$ cat src/rtl/fd_pipe_reg_if.sv
// F/D pipeline register bus: F-stage capture inputs, stage controls and D-stage outputs.
// Optional feature macro: FD_STALL_CNT_EN adds D_stall_cnt (stall cycle counter).
interface fd_pipe_reg_if;
  localparam int unsigned PC_W  = 32;
  localparam int unsigned IW_W  = 32;
  localparam int unsigned EXC_W = 5;

  logic             D_REGen;
  logic             req;
  logic             eret_clr;
  logic [PC_W-1:0]  F_PC;
  logic [IW_W-1:0]  F_instr;
  logic [EXC_W-1:0] F_ExcCode;
  logic             F_BD;
  logic [PC_W-1:0]  D_PC;
  logic [IW_W-1:0]  D_instr;
  logic [EXC_W-1:0] D_ExcCode;
  logic             D_BD;
  logic             D_valid;
`ifdef FD_STALL_CNT_EN
  logic [31:0]      D_stall_cnt;

  modport master (
    output D_REGen, req, eret_clr, F_PC, F_instr, F_ExcCode, F_BD,
    input  D_PC, D_instr, D_ExcCode, D_BD, D_valid, D_stall_cnt
  );

  modport slave (
    input  D_REGen, req, eret_clr, F_PC, F_instr, F_ExcCode, F_BD,
    output D_PC, D_instr, D_ExcCode, D_BD, D_valid, D_stall_cnt
  );
`else
  modport master (
    output D_REGen, req, eret_clr, F_PC, F_instr, F_ExcCode, F_BD,
    input  D_PC, D_instr, D_ExcCode, D_BD, D_valid
  );

  modport slave (
    input  D_REGen, req, eret_clr, F_PC, F_instr, F_ExcCode, F_BD,
    output D_PC, D_instr, D_ExcCode, D_BD, D_valid
  );
`endif
endinterface

$ cat src/rtl/fd_pipe_reg.sv
// F/D pipeline register of the 5-stage MIPS core: captures F-stage PC, instruction,
// fetch exception code and delay-slot flag; supports stall, flush, eret squash and
// nop-ing of faulting fetches.
// Optional feature macro: FD_STALL_CNT_EN adds a saturating stall-cycle counter.
module fd_pipe_reg #(
  parameter logic [31:0] PC_RESET  = 32'h0000_3000,
  parameter logic [31:0] EXC_ENTRY = 32'h0000_4180
) (
  input  logic          clk,
  input  logic          reset,
  fd_pipe_reg_if.slave  bus
);
  localparam int unsigned PC_W  = 32;
  localparam int unsigned IW_W  = 32;
  localparam int unsigned EXC_W = 5;
  localparam int unsigned CNT_W = 32;

  logic [PC_W-1:0]  pc_q;
  logic [IW_W-1:0]  instr_q;
  logic [EXC_W-1:0] exc_q;
  logic             bd_q;
  logic             valid_q;

  // Stage register; priority reset > flush > stall > eret squash > load.
  always_ff @(posedge clk) begin
    if (reset) begin
      pc_q    <= PC_RESET;
      instr_q <= '0;
      exc_q   <= '0;
      bd_q    <= 1'b0;
      valid_q <= 1'b0;
    end else if (bus.req) begin
      pc_q    <= EXC_ENTRY;
      instr_q <= '0;
      exc_q   <= '0;
      bd_q    <= 1'b0;
      valid_q <= 1'b0;
    end else if (bus.D_REGen) begin
      pc_q <= bus.F_PC;
      if (bus.eret_clr) begin
        instr_q <= '0;
        exc_q   <= '0;
        bd_q    <= 1'b0;
        valid_q <= 1'b0;
      end else begin
        // A faulting fetch is forwarded as a nop so its bits are never decoded.
        instr_q <= (bus.F_ExcCode != '0) ? '0 : bus.F_instr;
        exc_q   <= bus.F_ExcCode;
        bd_q    <= bus.F_BD;
        valid_q <= 1'b1;
      end
    end
  end

  assign bus.D_PC      = pc_q;
  assign bus.D_instr   = instr_q;
  assign bus.D_ExcCode = exc_q;
  assign bus.D_BD      = bd_q;
  assign bus.D_valid   = valid_q;

`ifdef FD_STALL_CNT_EN
  logic [CNT_W-1:0] stall_cnt_q;

  // Saturating count of stalled cycles; flush neither counts nor clears.
  always_ff @(posedge clk) begin
    if (reset) begin
      stall_cnt_q <= '0;
    end else if (!bus.req && !bus.D_REGen && (stall_cnt_q != '1)) begin
      stall_cnt_q <= stall_cnt_q + CNT_W'(1);
    end
  end

  assign bus.D_stall_cnt = stall_cnt_q;
`endif
endmodule

$ cat src/flat_wrapper.sv
// flat-port wrapper written by rule: the top's interface ports become plain ports
module fd_pipe_reg_flat 
#(
  parameter logic [31:0] PC_RESET  = 32'h0000_3000,
  parameter logic [31:0] EXC_ENTRY = 32'h0000_4180
)
  (clk, reset, bus_D_REGen, bus_req, bus_eret_clr, bus_F_PC, bus_F_instr, bus_F_ExcCode, bus_F_BD, bus_D_PC, bus_D_instr, bus_D_ExcCode, bus_D_BD, bus_D_valid);
  fd_pipe_reg_if bus_i ();
  input  logic clk;
  input  logic reset;
  input wire logic [$bits(bus_i.D_REGen)-1:0] bus_D_REGen;
  input wire logic [$bits(bus_i.req)-1:0] bus_req;
  input wire logic [$bits(bus_i.eret_clr)-1:0] bus_eret_clr;
  input wire logic [$bits(bus_i.F_PC)-1:0] bus_F_PC;
  input wire logic [$bits(bus_i.F_instr)-1:0] bus_F_instr;
  input wire logic [$bits(bus_i.F_ExcCode)-1:0] bus_F_ExcCode;
  input wire logic [$bits(bus_i.F_BD)-1:0] bus_F_BD;
  output wire logic [$bits(bus_i.D_PC)-1:0] bus_D_PC;
  output wire logic [$bits(bus_i.D_instr)-1:0] bus_D_instr;
  output wire logic [$bits(bus_i.D_ExcCode)-1:0] bus_D_ExcCode;
  output wire logic [$bits(bus_i.D_BD)-1:0] bus_D_BD;
  output wire logic [$bits(bus_i.D_valid)-1:0] bus_D_valid;
  assign bus_i.D_REGen = bus_D_REGen;
  assign bus_i.req = bus_req;
  assign bus_i.eret_clr = bus_eret_clr;
  assign bus_i.F_PC = bus_F_PC;
  assign bus_i.F_instr = bus_F_instr;
  assign bus_i.F_ExcCode = bus_F_ExcCode;
  assign bus_i.F_BD = bus_F_BD;
  assign bus_D_PC = bus_i.D_PC;
  assign bus_D_instr = bus_i.D_instr;
  assign bus_D_ExcCode = bus_i.D_ExcCode;
  assign bus_D_BD = bus_i.D_BD;
  assign bus_D_valid = bus_i.D_valid;
  fd_pipe_reg #(.PC_RESET(PC_RESET), .EXC_ENTRY(EXC_ENTRY)) u_core (.clk(clk), .reset(reset), .bus(bus_i));
endmodule
$ cat config.mk
export PLATFORM = sky130hd
export DESIGN_NAME = fd_pipe_reg_flat
export DESIGN_NICKNAME = d
export VERILOG_FILES = /design/src/rtl/fd_pipe_reg_if.sv /design/src/rtl/fd_pipe_reg.sv /design/src/flat_wrapper.sv
export SDC_FILE = /design/constraint.sdc
export NUM_CORES = 1
export LEC_CHECK = 0
export ABC_CLOCK_PERIOD_IN_PS = 1200
export CORE_ASPECT_RATIO = 0.8
export CORE_UTILIZATION = 39
export CTS_BUF_LIST = sky130_fd_sc_hd__clkbuf_4 sky130_fd_sc_hd__clkbuf_8 sky130_fd_sc_hd__clkbuf_16
export DETAILED_ROUTE_END_ITERATION = 7
export PLACE_DENSITY = 0.88
export SETUP_SLACK_MARGIN = 0.1
export SYNTH_ARGS = -nofsm -noshare
export SYNTH_HDL_FRONTEND = slang
export SYNTH_SLANG_ARGS = --single-unit
$ cat constraint.sdc
create_clock -name clk -period 1.2 [get_ports clk]
set_input_delay 0.24 -clock clk [delete_from_list [all_inputs] [get_ports clk]]
set_output_delay 0.24 -clock clk [all_outputs]
set_load 0.02 [all_outputs]
# --- Word level (Yosys, flattened, before mapping) ---
# Cells that the tools add are included.
totals:
  reg_bits: 71
  output_inout_bits: 71
  input_bits: 75
op_classes:
  reduce_logical: 3
  n_mux: 7
op_table:
  columns: ["operator", "n"]
  rows:
  - ["$mux W32", 2]
  - ["$mux W15", 2]
  - ["$mux W5", 1]
  - ["$reduce_bool A5 Y1", 1]
  - ["$mux W1", 2]
  - ["$reduce_bool A2 Y1", 1]
  - ["$reduce_or A2 Y1", 1]

# --- Depth between registers and ports, before layout ---
logic_depth:
  ltp_word: 3
  mapped_depth: 5
  depth_no_buf: 3

# --- Worst setup path after synthesis ---
# Ideal clock, no wire load.
synth_path:
  kind: "input to register"
  from: "input port bus_req"
  to: "register u_core.pc_q[0] (netlist: u_core.bus.D_PC[0])"
  arrival_ps: 966
  path_slack_ps: 170
  required_ps: 1136
  setup_time_ps: 64
  n_path_buf: 3
  path_stages: 5
  cell_sequence: "buf_2 -> or2_1 -> buf_2 -> buf_6 -> nor2_1"
synth_via:
  elab_chain_cells: 1
synth_lines:
  columns: ["element", "line_no", "source"]
  rows:
  - ["start, declared", "flat_wrapper.sv:12", "input wire logic [$bits(bus_i.req)-1:0] bus_req;"]
  - ["$reduce_or A2 Y1 (no source line)", null, null]
  - ["end signal, assigned", "fd_pipe_reg.sv:39", "pc_q <= bus.F_PC;"]
  - ["end, declared", "fd_pipe_reg.sv:18", "logic [PC_W-1:0] pc_q;"]
# Every way passes these cells.
# A chain may end at the register's enable or synchronous reset.

# --- Worst setup path in the final report ---
layout_path:
  from: "register u_core.pc_q[13] (netlist: u_core.bus.D_PC[13])"
  to: "output port bus_D_PC[13]"
layout_lines:
  columns: ["element", "line_no", "source"]
  rows:
  - ["end, declared", "flat_wrapper.sv:18", "output wire logic [$bits(bus_i.D_PC)-1:0] bus_D_PC;"]
# No word-level cell between the ends.

==> flow_summary.ini <==
[drt]
postRouteAntennaNets = 0
vias = 2623
drt_wl_total_mm = 7.94
wl_per_cell_um = 15.0
drt-vias-per-instance = 4.97
first_pass_iters = 4
first_iter_violations = 57
drc_errors = 0

[logic_synthesis]
yosysUniqueCellTypes = 24
synth_warnings = 0
syn_inst = 282
synth-compound-area-share_pct = 10.8
ys_seq_elements = 71
seq_area_frac_synth_pct = 51.2
synth_top_family_by_area = simple AND/OR/NAND/NOR gates
synthXorXnorAreaFrac_pct = 0
avgSynthCellArea_um2 = 9.85
synth_top_cell_by_area = dfxtp_1
synth_mux_area_share_pct = 10.5
synth_top_area_share_pct = 51.2
synth_adder_area_share_pct = 0
synth_area_leaders = dfxtp_1 51%, mux2i_1 10%, nand3b_1 8.9%
syn_area_mm2 = 0.00278
synth_nets = 357
yosys.area_share.simple_pct = 22.1

[final_layout]
layout-drive-gt1-share_pct = 41.7
final_core_util_pct = 68.0
area_growth_pct = 68.9
fin_nets = 511
fin_cells = 528
antenna_cells = 0

[setup_path]
r2r-start = u_core.bus.D_PC[14]
cp_data_arrival_time_ns = 0.83
r2r_slack_ns = 0.32
r2r_cells = 3
path_buf_inv = 1
required_ns = 0.96
r2r-end = u_core.bus.D_PC[14]
worstSetupStartpointType = flip-flop
crit_fanout = 2
cp-end-kind = output pin
slowest_stage = dfxtp_2
cp_top_family = flip-flops
path_cells = buf_4
slowest_delay_ns = 0.33
critPathKind = reg -> out

[clock_tree]
cts.clk_slew.worst_paths_ns = 0.08
cts.root.buffer_cell = clkbuf_8
clk_latency_ns = 0.35
holdBufCountCts = 0
tritoncts = yes
cts_buffers = 9
htree_levels = 3
cts_buffer_depth = 2
cts.sinks = 71

[timing]
fin_crit_sh_pct = 89.4
max_slew_margin_pct = 83.7
worst_slack_ns = 0.128
slew_violations = 0
max_freq_mhz = 932
hold-worst-slack_ns = 0.220
setup_viol = 0
finalClockSkew_ns = 0
hold_viol_final = 0
min_period_ns = 1.07
rsz0062_at_grt = true
worst_slew_pin_slew_ns = 0.244

[placed_design]
pre_cts_slack_ns = -0.361
dp.final_hpwl_mm = 5.16
dp.cells = 506
port_buffers = 145
place.gp.congestion = 0.745

[min_path]
hold_start = bus_F_ExcCode[0]
hold_class = in -> reg
holdPathStages = 3
holdPathEnd = u_core.bus.D_ExcCode[0]

[grt]
grt_pass1_vias = 2574
antenna_found_initial = 0
grt_max_degree = 33
grtUsageTotal_pct = 21.1
overflow = 0
grt_pass1_wl_mm = 12.0

[die]
die_h_um = 77.5
die_area_mm2 = 0.00746
start_util_pct = 40.3
die_x_um = 96.3
core_mm2 = 0.00689
io_pins = 146
fp-row-count = 27

[power]
peakVddDrop_v = 0.000798
switching_share_pct = 21.3
share_comb_of_total_power_pct = 12.7
finalPower_mw = 5.78
switchingPower_mw = 1.23
power_leakage_nw = 2.02
p_int_mw = 4.55
clkPwrFrac_pct = 45.1
power_density_mw_per_mm2 = 1230
seq_power_share_pct = 42.2

[status]
status = finished, final reports clean

[job]
cap_violations = 0
[area by class of cell]
| type | instances | area [µm²] |
|---|---|---|
| flip-flops and latches | 71 | 1490 |
| repair buffers | 165 | 1590 |
| multi-input cells | 189 | 1220 |
| fillers | 574 | 2200 |
| well taps | 87 | 109 |
| clock buffers | 11 | 151 |
| clock inverters | 5 | 128 |
[worst max path at each step]
stage | startpoint | to | slack [ns] | cells past startpoint
finish | u_core.bus.D_PC[13] | bus_D_PC[13] | 0.13 | 1
global route | bus_F_ExcCode[1] | u_core.bus.D_instr[14] | 0.08 | 5
CTS | bus_F_ExcCode[0] | u_core.bus.D_instr[24] | 0.01 | 6
detailed placement | bus_F_ExcCode[1] | u_core.bus.D_instr[25] | -0.36 | 5
global placement | bus_F_ExcCode[1] | u_core.bus.D_instr[25] | -0.32 | 5
floorplan | bus_req | u_core.bus.D_PC[0] | 0.17 | 5
[synth_stat cells (all sizes together)]
master	n
a211oi	4
a21oi	6
and2b	3
buf	19
clkbuf	3
dfxtp	71
mux2i	29
nand2	33
nand2b	1
nand3b	33
nor2	37
nor2b	6
nor3	1
nor4b	1
o21ai	32
o21bai	2
or2	1
[cells by family after synthesis]
logic type | Yosys count
flops | 71
mux | 29
simple gates | 116
compound gates | 44
buf+inv | 22
[sequential cells by signal (all words and copies together), names as in the netlist]
| signal | flops |
|---|---|
| u_core.bus.D_ExcCode | 5 |
| u_core.bus.D_PC | 32 |
| u_core.bus.D_valid | 1 |
| u_core.bus.D_instr | 32 |
| u_core.bus.D_BD | 1 |
[per-stage QoR]
stage / instance area, µm² / TNS (ns)
after floorplan: 2780 / 0
after global placement: 4330 / -16.58
after detailed placement: 4330 / -18.84
after CTS: 4550 / 0
after global routing: 4690 / 0
final: 4690 / 0
[repair_timing]
| item | CTS | global route |
|---|---|---|
| pin swaps | 4 | 3 |
| endpoints found under the setup margin | 103 | 86 |
| resized for setup | 362 | 69 |
| cloned | 4 | 0 |
| setup buffers | 1 | 1 |
[metal layers]
metal | global-route usage, % | share of wire (%) | up-vias
met5 | 0 | 0 | -
met4 | 6.62 | 1.3 | 0
met3 | 7.84 | 9.5 | 13
met2 | 34.7 | 46 | 117
met1 | 25.3 | 43 | 1235
li1 | - | - | 1258
[layout by cell type (no fill, tap or decap), drive strengths merged, types with 3 or more instances in the layout]
cell type      Yosys  final
nand2             33     33
clkbuf             3     11
dfxtp             71     71
clkdlybuf4s50      0     65
a211oi             4      4
bufinv             0      4
nor2              37     37
nor2b              6      6
mux2i             29     29
nand3b            33     33
and2b              3      3
a21oi              6      6
buf               19     91
dlygate4sd2        0      7
o21ai             32     32
[power by group through the flow]
stage          registers [mW]  clock network (mW)  logic, mW
4_1_cts                  2.43                2.66      0.718
5_1_grt                  2.45                2.77      0.782
3_3_place_gp             2.48                   0      0.692
2_1_floorplan            2.54                   0      0.238
6_report                 2.44                2.61      0.733
3_5_place_dp             2.48                   0      0.705
Note: power is estimated with default switching activity, not from simulation.
